### src/rtl/debounce_pkg.sv
// Shared types and constants for the input debouncer.
// Latency: n/a (declarations only).
// Backpressure: n/a.
package debounce_pkg;

  typedef enum logic [1:0] {
    IDLE_LOW  = 2'd0,
    WAIT_HIGH = 2'd1,
    IDLE_HIGH = 2'd2,
    WAIT_LOW  = 2'd3
  } deb_state_t;

  localparam int GLITCH_CNT_W = 8;
  localparam logic [GLITCH_CNT_W-1:0] GLITCH_CNT_MAX = 8'hFF;

endpackage

### src/rtl/sync_2ff.sv
// Two-flop synchronizer for asynchronous inputs into the clk domain.
// Latency: 2 clk cycles from d_i sample to q_o.
// Backpressure: none; free-running every cycle.
// Ports: clk, rst (sync, active-high), d_i (async input), q_o (synchronized).
module sync_2ff #(
  parameter int               WIDTH   = 1,
  parameter logic [WIDTH-1:0] RST_VAL = '0
) (
  input  logic             clk,
  input  logic             rst,
  input  logic [WIDTH-1:0] d_i,
  output logic [WIDTH-1:0] q_o
);

  logic [WIDTH-1:0] sync1;
  logic [WIDTH-1:0] sync2;

  always_ff @(posedge clk) begin
    if (rst) begin
      sync1 <= RST_VAL;
      sync2 <= RST_VAL;
    end else begin
      sync1 <= d_i;
      sync2 <= sync1;
    end
  end

  assign q_o = sync2;

endmodule

### src/rtl/input_debouncer.sv
// Debounces a raw async level: 2-flop sync then a counter-qualified FSM.
// Latency: signal_o follows a clean step STABLE_CYCLES+1 edges after first sample.
// Backpressure: none; input is a level, output toggles at most once per qualification.
// Ports: clk, rst (sync, active-high), noisy_i (raw level), signal_o (debounced),
//        busy_o (qualification in progress), glitch_cnt_o (aborted transitions,
//        only when DEBOUNCE_GLITCH_CNT_EN is defined).
module input_debouncer
  import debounce_pkg::*;
#(
  parameter int   STABLE_CYCLES = 16,
  parameter logic INIT_LEVEL    = 1'b0
) (
  input  logic                    clk,
  input  logic                    rst,
  input  logic                    noisy_i,
  output logic                    signal_o,
  output logic                    busy_o
`ifdef DEBOUNCE_GLITCH_CNT_EN
  ,
  output logic [GLITCH_CNT_W-1:0] glitch_cnt_o
`endif
);

  localparam int CNT_W = $clog2(STABLE_CYCLES + 1);
  localparam logic [CNT_W-1:0] CNT_LAST = CNT_W'(STABLE_CYCLES - 1);
  localparam logic [CNT_W-1:0] CNT_ONE  = CNT_W'(1);
  // With a single required cycle the first differing sample already qualifies.
  localparam bit ONE_SHOT = (STABLE_CYCLES == 1);
  localparam deb_state_t RST_STATE = INIT_LEVEL ? IDLE_HIGH : IDLE_LOW;

  if (STABLE_CYCLES < 1) begin : g_bad_param
    $error("input_debouncer: STABLE_CYCLES must be >= 1");
  end

  logic       s;
  deb_state_t state_q, state_d;
  logic [CNT_W-1:0] cnt_q, cnt_d;
  logic       sig_q, sig_d;
  logic       busy_q, busy_d;
  logic       glitch_ev;

  sync_2ff #(
    .WIDTH   (1),
    .RST_VAL (INIT_LEVEL)
  ) u_sync (
    .clk (clk),
    .rst (rst),
    .d_i (noisy_i),
    .q_o (s)
  );

  always_comb begin
    state_d   = state_q;
    cnt_d     = cnt_q;
    sig_d     = sig_q;
    glitch_ev = 1'b0;
    case (state_q)
      IDLE_LOW: begin
        if (s) begin
          if (ONE_SHOT) begin
            sig_d   = 1'b1;
            state_d = IDLE_HIGH;
          end else begin
            cnt_d   = CNT_ONE;
            state_d = WAIT_HIGH;
          end
        end
      end
      WAIT_HIGH: begin
        if (!s) begin
          cnt_d     = '0;
          state_d   = IDLE_LOW;
          glitch_ev = 1'b1;
        end else if (cnt_q == CNT_LAST) begin
          sig_d   = 1'b1;
          cnt_d   = '0;
          state_d = IDLE_HIGH;
        end else begin
          cnt_d = cnt_q + CNT_ONE;
        end
      end
      IDLE_HIGH: begin
        if (!s) begin
          if (ONE_SHOT) begin
            sig_d   = 1'b0;
            state_d = IDLE_LOW;
          end else begin
            cnt_d   = CNT_ONE;
            state_d = WAIT_LOW;
          end
        end
      end
      WAIT_LOW: begin
        if (s) begin
          cnt_d     = '0;
          state_d   = IDLE_HIGH;
          glitch_ev = 1'b1;
        end else if (cnt_q == CNT_LAST) begin
          sig_d   = 1'b0;
          cnt_d   = '0;
          state_d = IDLE_LOW;
        end else begin
          cnt_d = cnt_q + CNT_ONE;
        end
      end
      default: begin
        cnt_d   = '0;
        state_d = RST_STATE;
      end
    endcase
    // Registered from next state so busy_o lines up exactly with WAIT_* residency.
    busy_d = (state_d == WAIT_HIGH) || (state_d == WAIT_LOW);
  end

  always_ff @(posedge clk) begin
    if (rst) begin
      state_q <= RST_STATE;
      cnt_q   <= '0;
      sig_q   <= INIT_LEVEL;
      busy_q  <= 1'b0;
    end else begin
      state_q <= state_d;
      cnt_q   <= cnt_d;
      sig_q   <= sig_d;
      busy_q  <= busy_d;
    end
  end

  assign signal_o = sig_q;
  assign busy_o   = busy_q;

`ifdef DEBOUNCE_GLITCH_CNT_EN
  logic [GLITCH_CNT_W-1:0] glitch_q;

  always_ff @(posedge clk) begin
    if (rst) begin
      glitch_q <= '0;
    end else if (glitch_ev && (glitch_q != GLITCH_CNT_MAX)) begin
      glitch_q <= glitch_q + 1'b1;
    end
  end

  assign glitch_cnt_o = glitch_q;
`else
  logic unused_glitch_ev;
  assign unused_glitch_ev = glitch_ev;
`endif

endmodule
### config.mk
export PLATFORM = sky130hd
export DESIGN_NAME = input_debouncer
export DESIGN_NICKNAME = d
export VERILOG_FILES = /design/src/rtl/debounce_pkg.sv /design/src/rtl/sync_2ff.sv /design/src/rtl/input_debouncer.sv
export SDC_FILE = /design/constraint.sdc
export NUM_CORES = 1
export LEC_CHECK = 0
export BUFFER_PORTS_ARGS = -buffer_cell sky130_fd_sc_hd__buf_2
export CAP_MARGIN = 20
export CORE_UTILIZATION = 30
export CTS_BUF_LIST = sky130_fd_sc_hd__clkbuf_16
export CTS_CLUSTER_SIZE = 30
export DETAILED_ROUTE_END_ITERATION = 8
export PLACE_DENSITY = 0.54
export SLEW_MARGIN = 20
export SYNTH_ARGS = -nofsm -noshare
export SYNTH_HDL_FRONTEND = slang
export SYNTH_SLANG_ARGS = --single-unit
### constraint.sdc
create_clock -name clk -period 3.1 [get_ports clk]
set_input_delay 0.775 -clock clk [delete_from_list [all_inputs] [get_ports clk]]
set_output_delay 0.775 -clock clk [all_outputs]
set_load 0.01 [all_outputs]
; ---- After elaboration in Yosys (flattened, before gate mapping)
; Cells that the tools add are included.
[word_totals]
register_bits = 11
latchBits = 0
ramBits = 0
romBits = 0
input_bits = 3
output_inout_bits = 2
word_cells = 42
mem_count = 0
[classes]
add_sub_neg = 1
multipliers = 0
div = 0
magnitude_cmp = 0
eq_ne = 12
shift = 0
n_mux = 18
bitwise = 0
n_reduce_logical = 5
[op_table]
columns = operator, n
row1 = 5-bit two-way mux, 5
row2 = 5-bit one-hot mux with 4 select lines, 1
row3 = 2-bit two-way mux, 6
row4 = 2-bit != test (second input constant), 4
row5 = 2-bit one-hot mux with 4 select lines, 1
row6 = 2-bit == test (second input constant), 3
row7 = 5-bit by 1-bit adder with 5-bit output (second input constant), 1
row8 = 5-bit by 4-bit == test with 1-bit output (second input constant), 1
row9 = 5-bit AND reduction, 1
row10 = 2-bit by 1-bit == test with 1-bit output (second input constant), 2
row11 = 1-bit two-way mux, 4
row12 = 2-bit by 1-bit != test with 1-bit output (second input constant), 2
row13 = 2-bit logical NOT, 1
row14 = 1-bit one-hot mux with 2 select lines, 1
row15 = 2-bit AND reduction, 1
row16 = 2-bit nonzero test, 1
row17 = 1-bit logical OR, 1

; ---- Logic depth before layout (Yosys ltp)
[depth]
depth_word = 6
mapped_depth = 4
ltp_nobuf = 4

; ---- Modules after synthesis
; Synthesis repeated with hierarchy kept, for this count alone.
[unflattened]
cells_unflattened = 52
area_unflattened_um2 = 461.7
[by_module_without_submodules]
columns = mod, instances, cells_per_inst, area_each_um2, seq_area_each_um2
row1 = input_debouncer, 1, 48, 409.1, 160.2
row2 = sync_2ff, 1, 4, 52.6, 40.0

; ---- Worst setup path after synthesis
; No wires, ideal clock.
[synth_timing]
kind = input to register
startpoint = input port rst
endpoint = register cnt_q[2]
t_arrival_ns = 1.438
setup_slack_ns = 1.540
stages = 3
n_path_buf = 1
path_cell_list = clkbuf_1 -> inv_1 -> a311o_1
[synth_lines]
columns = item, line
row1 = from (decl), input_debouncer.sv:14  ; input logic rst,
row2 = to (signal assigned), input_debouncer.sv:123  ; cnt_q <= cnt_d;
row3 = to (decl), input_debouncer.sv:37  ; logic [CNT_W-1:0] cnt_q, cnt_d;
; No word-level cell between the ends.

==> summary.txt <==
Setup path
  – Arrival time reported for the critical path endpoint: 0.85 ns
  – End of the worst register-to-register path: cnt_q[2]$_SDFFE_PP0P_
  – Dominant delay contributor by cell family on the critical path: flip-flops
  – Largest stage delay on the critical path: 0.44 ns
  – Crit-path cells: buf_2
  – Cell at the slowest stage of the critical path: dfxtp_1
  – Worst setup path end: busy_o
  – Flop-to-flop setup slack: 1.71 ns
  – Required time at the endpoint of the critical path: 2.32 ns
  – Startpoint of the most critical setup path: state_q[0]$_SDFF_PP0_
  – Number of buffer and inverter stages on the critical path: 1
  – Worst-case reg-to-reg path depth: 3
  – Biggest fanout along the worst timing path: 8
  – Endpoint kind of the worst setup timing path: output pin
  – Worst reg2reg startpoint: u_sync.q_o$_SDFF_PP0_
  – Startpoint type of the worst setup path: flip-flop
  – Classification of the worst setup path: flip-flop to output pin
  – Stages on the worst setup path: 1

Drt
  – Routed vias: 395
  – Antenna-violating nets left: 0
  – Number of iterations in the first detailed-routing pass: 4
  – Iteration-0 DRC Markers: 15
  – Post-detailed-route wirelength per cell: 12.9 microns
  – Post-route DRC: 0
  – Via density per instance: 5.34
  – Wire length reported by the detailed router: 951 microns

Timing
  – Worst Skew: 0.000408 ns
  – Setup TNS: 0 ns
  – Final critical-path share of the clock period: 52.5%
  – Slew HR: 62.2%
  – Final Hold Vio Count: 0
  – Number of slew-limit violations in the final report: 0
  – Peak Freq: 614 MHz
  – Final critical-path setup slack: 1.47 ns
  – Final hold slack: 0.431 ns
  – Shortest period the worst path allows: 1.63 ns
  – Final setup vio count: 0
  – RSZ-0062 raised after global routing: no
  – Tightest Pin Transition: 0.563 ns

CTS
  – Clock buffer count from CTS: 3
  – Clock root buffer master: clkbuf_16
  – Clock-pin slew reported for the worst setup and hold paths after clock tree synthesis: 0.04 ns
  – CTS Sinks: 10
  – Number of setup buffers added after CTS: 0
  – Number of gates given a new drive strength after cts: 0
  – Number of H-tree levels: 1
  – Number of buffers on the longest clock path: 2
  – Source-to-sink clock delay at the later pin of the worst-skew pair: 0.24 ns
  – Clock tree from TritonCTS: yes
  – Number of hold-repair buffers added at the cts stage: 0

Die
  – Overall die width: 41.1 microns
  – Num ports: 5
  – Die area: 1690 sq um
  – Die span in y: 41.1 microns
  – Core area: 1370 sq um
  – Placement row count: 13
  – Initial core utilization: 33.6%

GRT
  – Vias in the first global route: 331
  – Maximum number of pins on one net before global-route repair: 12
  – First-pass GRT wire length: 1.44 mm
  – Number of antenna violations at the first check in global routing: 0
  – Total grt overflow: 0
  – Global routing usage summed across all routing layers: 14.0%

Pwr
  – Leakage power total: 0.000217 uW
  – Power per cell area: 664 nW/um^2
  – Largest vdd supply drop: 287 uV

Logic synthesis
  – Unique masters post-synth: 24
  – Post-Syn Nets: 56
  – Syn Inst Count: 52
  – Proportion of netlist area held by the largest area contributor: 43.6%
  – Mapped Avg Cell Area: 8.83 sq um
  – Post-synthesis cell type with the largest combined area: dfxtp_1
  – EDFF count, synth: 0
  – Number of synthesized register bits: 10
  – Area of the mapped netlist: 459 sq um
  – Proportion of synthesized chip area in sequential cells: 43.6%
  – Prevailing post-synth register cell: dfxtp_1
  – Top area cells in the synthesized netlist: dfxtp_1 44%, nand3_1 5.4%, o21ai_0 4.4%
  – FFs w/ async S/R, synth: 0%
  – YS warnings: 0

Worst hold path
  – Worst min-delay path class: flip-flop to flip-flop

Finish
  – Most common library cell in the layout ignoring fill and taps: dfxtp_1
  – Area added between synthesis and finish: 24.8%
  – Share of cells above drive strength 1: 11.9%
  – Fill cells: 141
  – Top library cells by usage in the layout, fill and taps aside: 10 x dfxtp_1, 5 x nand3_1, 4 x inv_1, 4 x o21ai_0, 4 x buf_2
  – Ant diodes: 0
  – Net count of the finished layout: 64

Run status
  – Outcome: complete, no violations

Job
  – Maxcap violations: 0

Placed design
  – Worst slack after detailed placement: 1.44 ns
  – Final RePlAce weighted congestion: 0.758
  – Detailed Place HPWL: 646 microns
  – Count of port buffers added during placement: 4
## power breakdown
group	switching [uW]	total (uW)	leakage (uW)	internal (uW)
clock	61.0	230	0.0000385	169
combinational	8.92	14.7	0.0000969	5.83
sequential	2.87	136	0.0000813	133
## flip-flops by register name (all words and copies together) (netlist names)
| signal | flops |
|---|---|
| u_sync.sync1 | 1 |
| signal_o | 1 |
| cnt_q | 5 |
| state_q | 2 |
| u_sync.q_o | 1 |
## cell families (layout without fill, tap and decap cells)
logic type	count (synthesis)	in the layout	synth area share, %
XOR/XNOR	2	2	3.82
flip-flops	10	10	43.6
adder cells (fa/ha/maj)	1	1	2.72
AO/OA/AOI/OAI	14	14	20.4
buffers and inverters	5	12	4.09
AND/OR/NAND/NOR	20	20	25.3
## cell type report
class	count	area, sq um	share of cell area (%)
multi-input cells	37	240	41.9
flip-flops and latches	10	200	34.9
clock buffers	3	75.1	13.1
repair buffers	4	20.0	3.49
well taps	15	18.8	3.28
inverters	4	15.0	2.62
clock inverters	1	3.75	0.655
## Yosys cell counts (all sizes together) (2+ instances only)
cell	instances
a21oi	3
dfxtp	10
inv	4
nand2b	3
nand3	5
nand4	2
nor2	2
nor2b	3
nor4	2
o21ai	4
## metrics by stage
| step | cell area [sq um] | util (%) | std cells | total power [uW] |
|---|---|---|---|---|
| after floorplan | 459 | - | 52 | 147 |
| after global placement | 494 | 36.2 | 70 | 152 |
| after detailed placement | 494 | 36.2 | 70 | 153 |
| after CTS | 573 | 41.9 | 74 | 385 |
| after global routing | 573 | 41.9 | 74 | 392 |
| final | 573 | 41.9 | 74 | 380 |
## worst min-delay path by stage
| stage | startpoint | endpoint | slack (ns) | cells after the start |
|---|---|---|---|---|
| CTS | u_sync.sync1$_SDFF_PP0_ | u_sync.q_o$_SDFF_PP0_ | 0.43 | 1 |
| floorplan | u_sync.sync1$_SDFF_PP0_ | u_sync.q_o$_SDFF_PP0_ | 0.41 | 1 |
| global route | u_sync.sync1$_SDFF_PP0_ | u_sync.q_o$_SDFF_PP0_ | 0.45 | 1 |
| finish | u_sync.sync1$_SDFF_PP0_ | u_sync.q_o$_SDFF_PP0_ | 0.43 | 1 |
| detailed placement | u_sync.sync1$_SDFF_PP0_ | u_sync.q_o$_SDFF_PP0_ | 0.42 | 1 |
| global placement | u_sync.sync1$_SDFF_PP0_ | u_sync.q_o$_SDFF_PP0_ | 0.43 | 1 |
## routing by layer
| layer | up-vias | track usage, % | part of all wire, % |
|---|---|---|---|
| met1 | 175 | 17.3 | 50 |
| met5 | - | 0 | 0 |
| met2 | 9 | 17.6 | 40 |
| met3 | 5 | 4.89 | 4.9 |
| li1 | 206 | - | - |
| met4 | 0 | 14.5 | 4.4 |
Note: power is estimated with default switching activity, not from simulation.
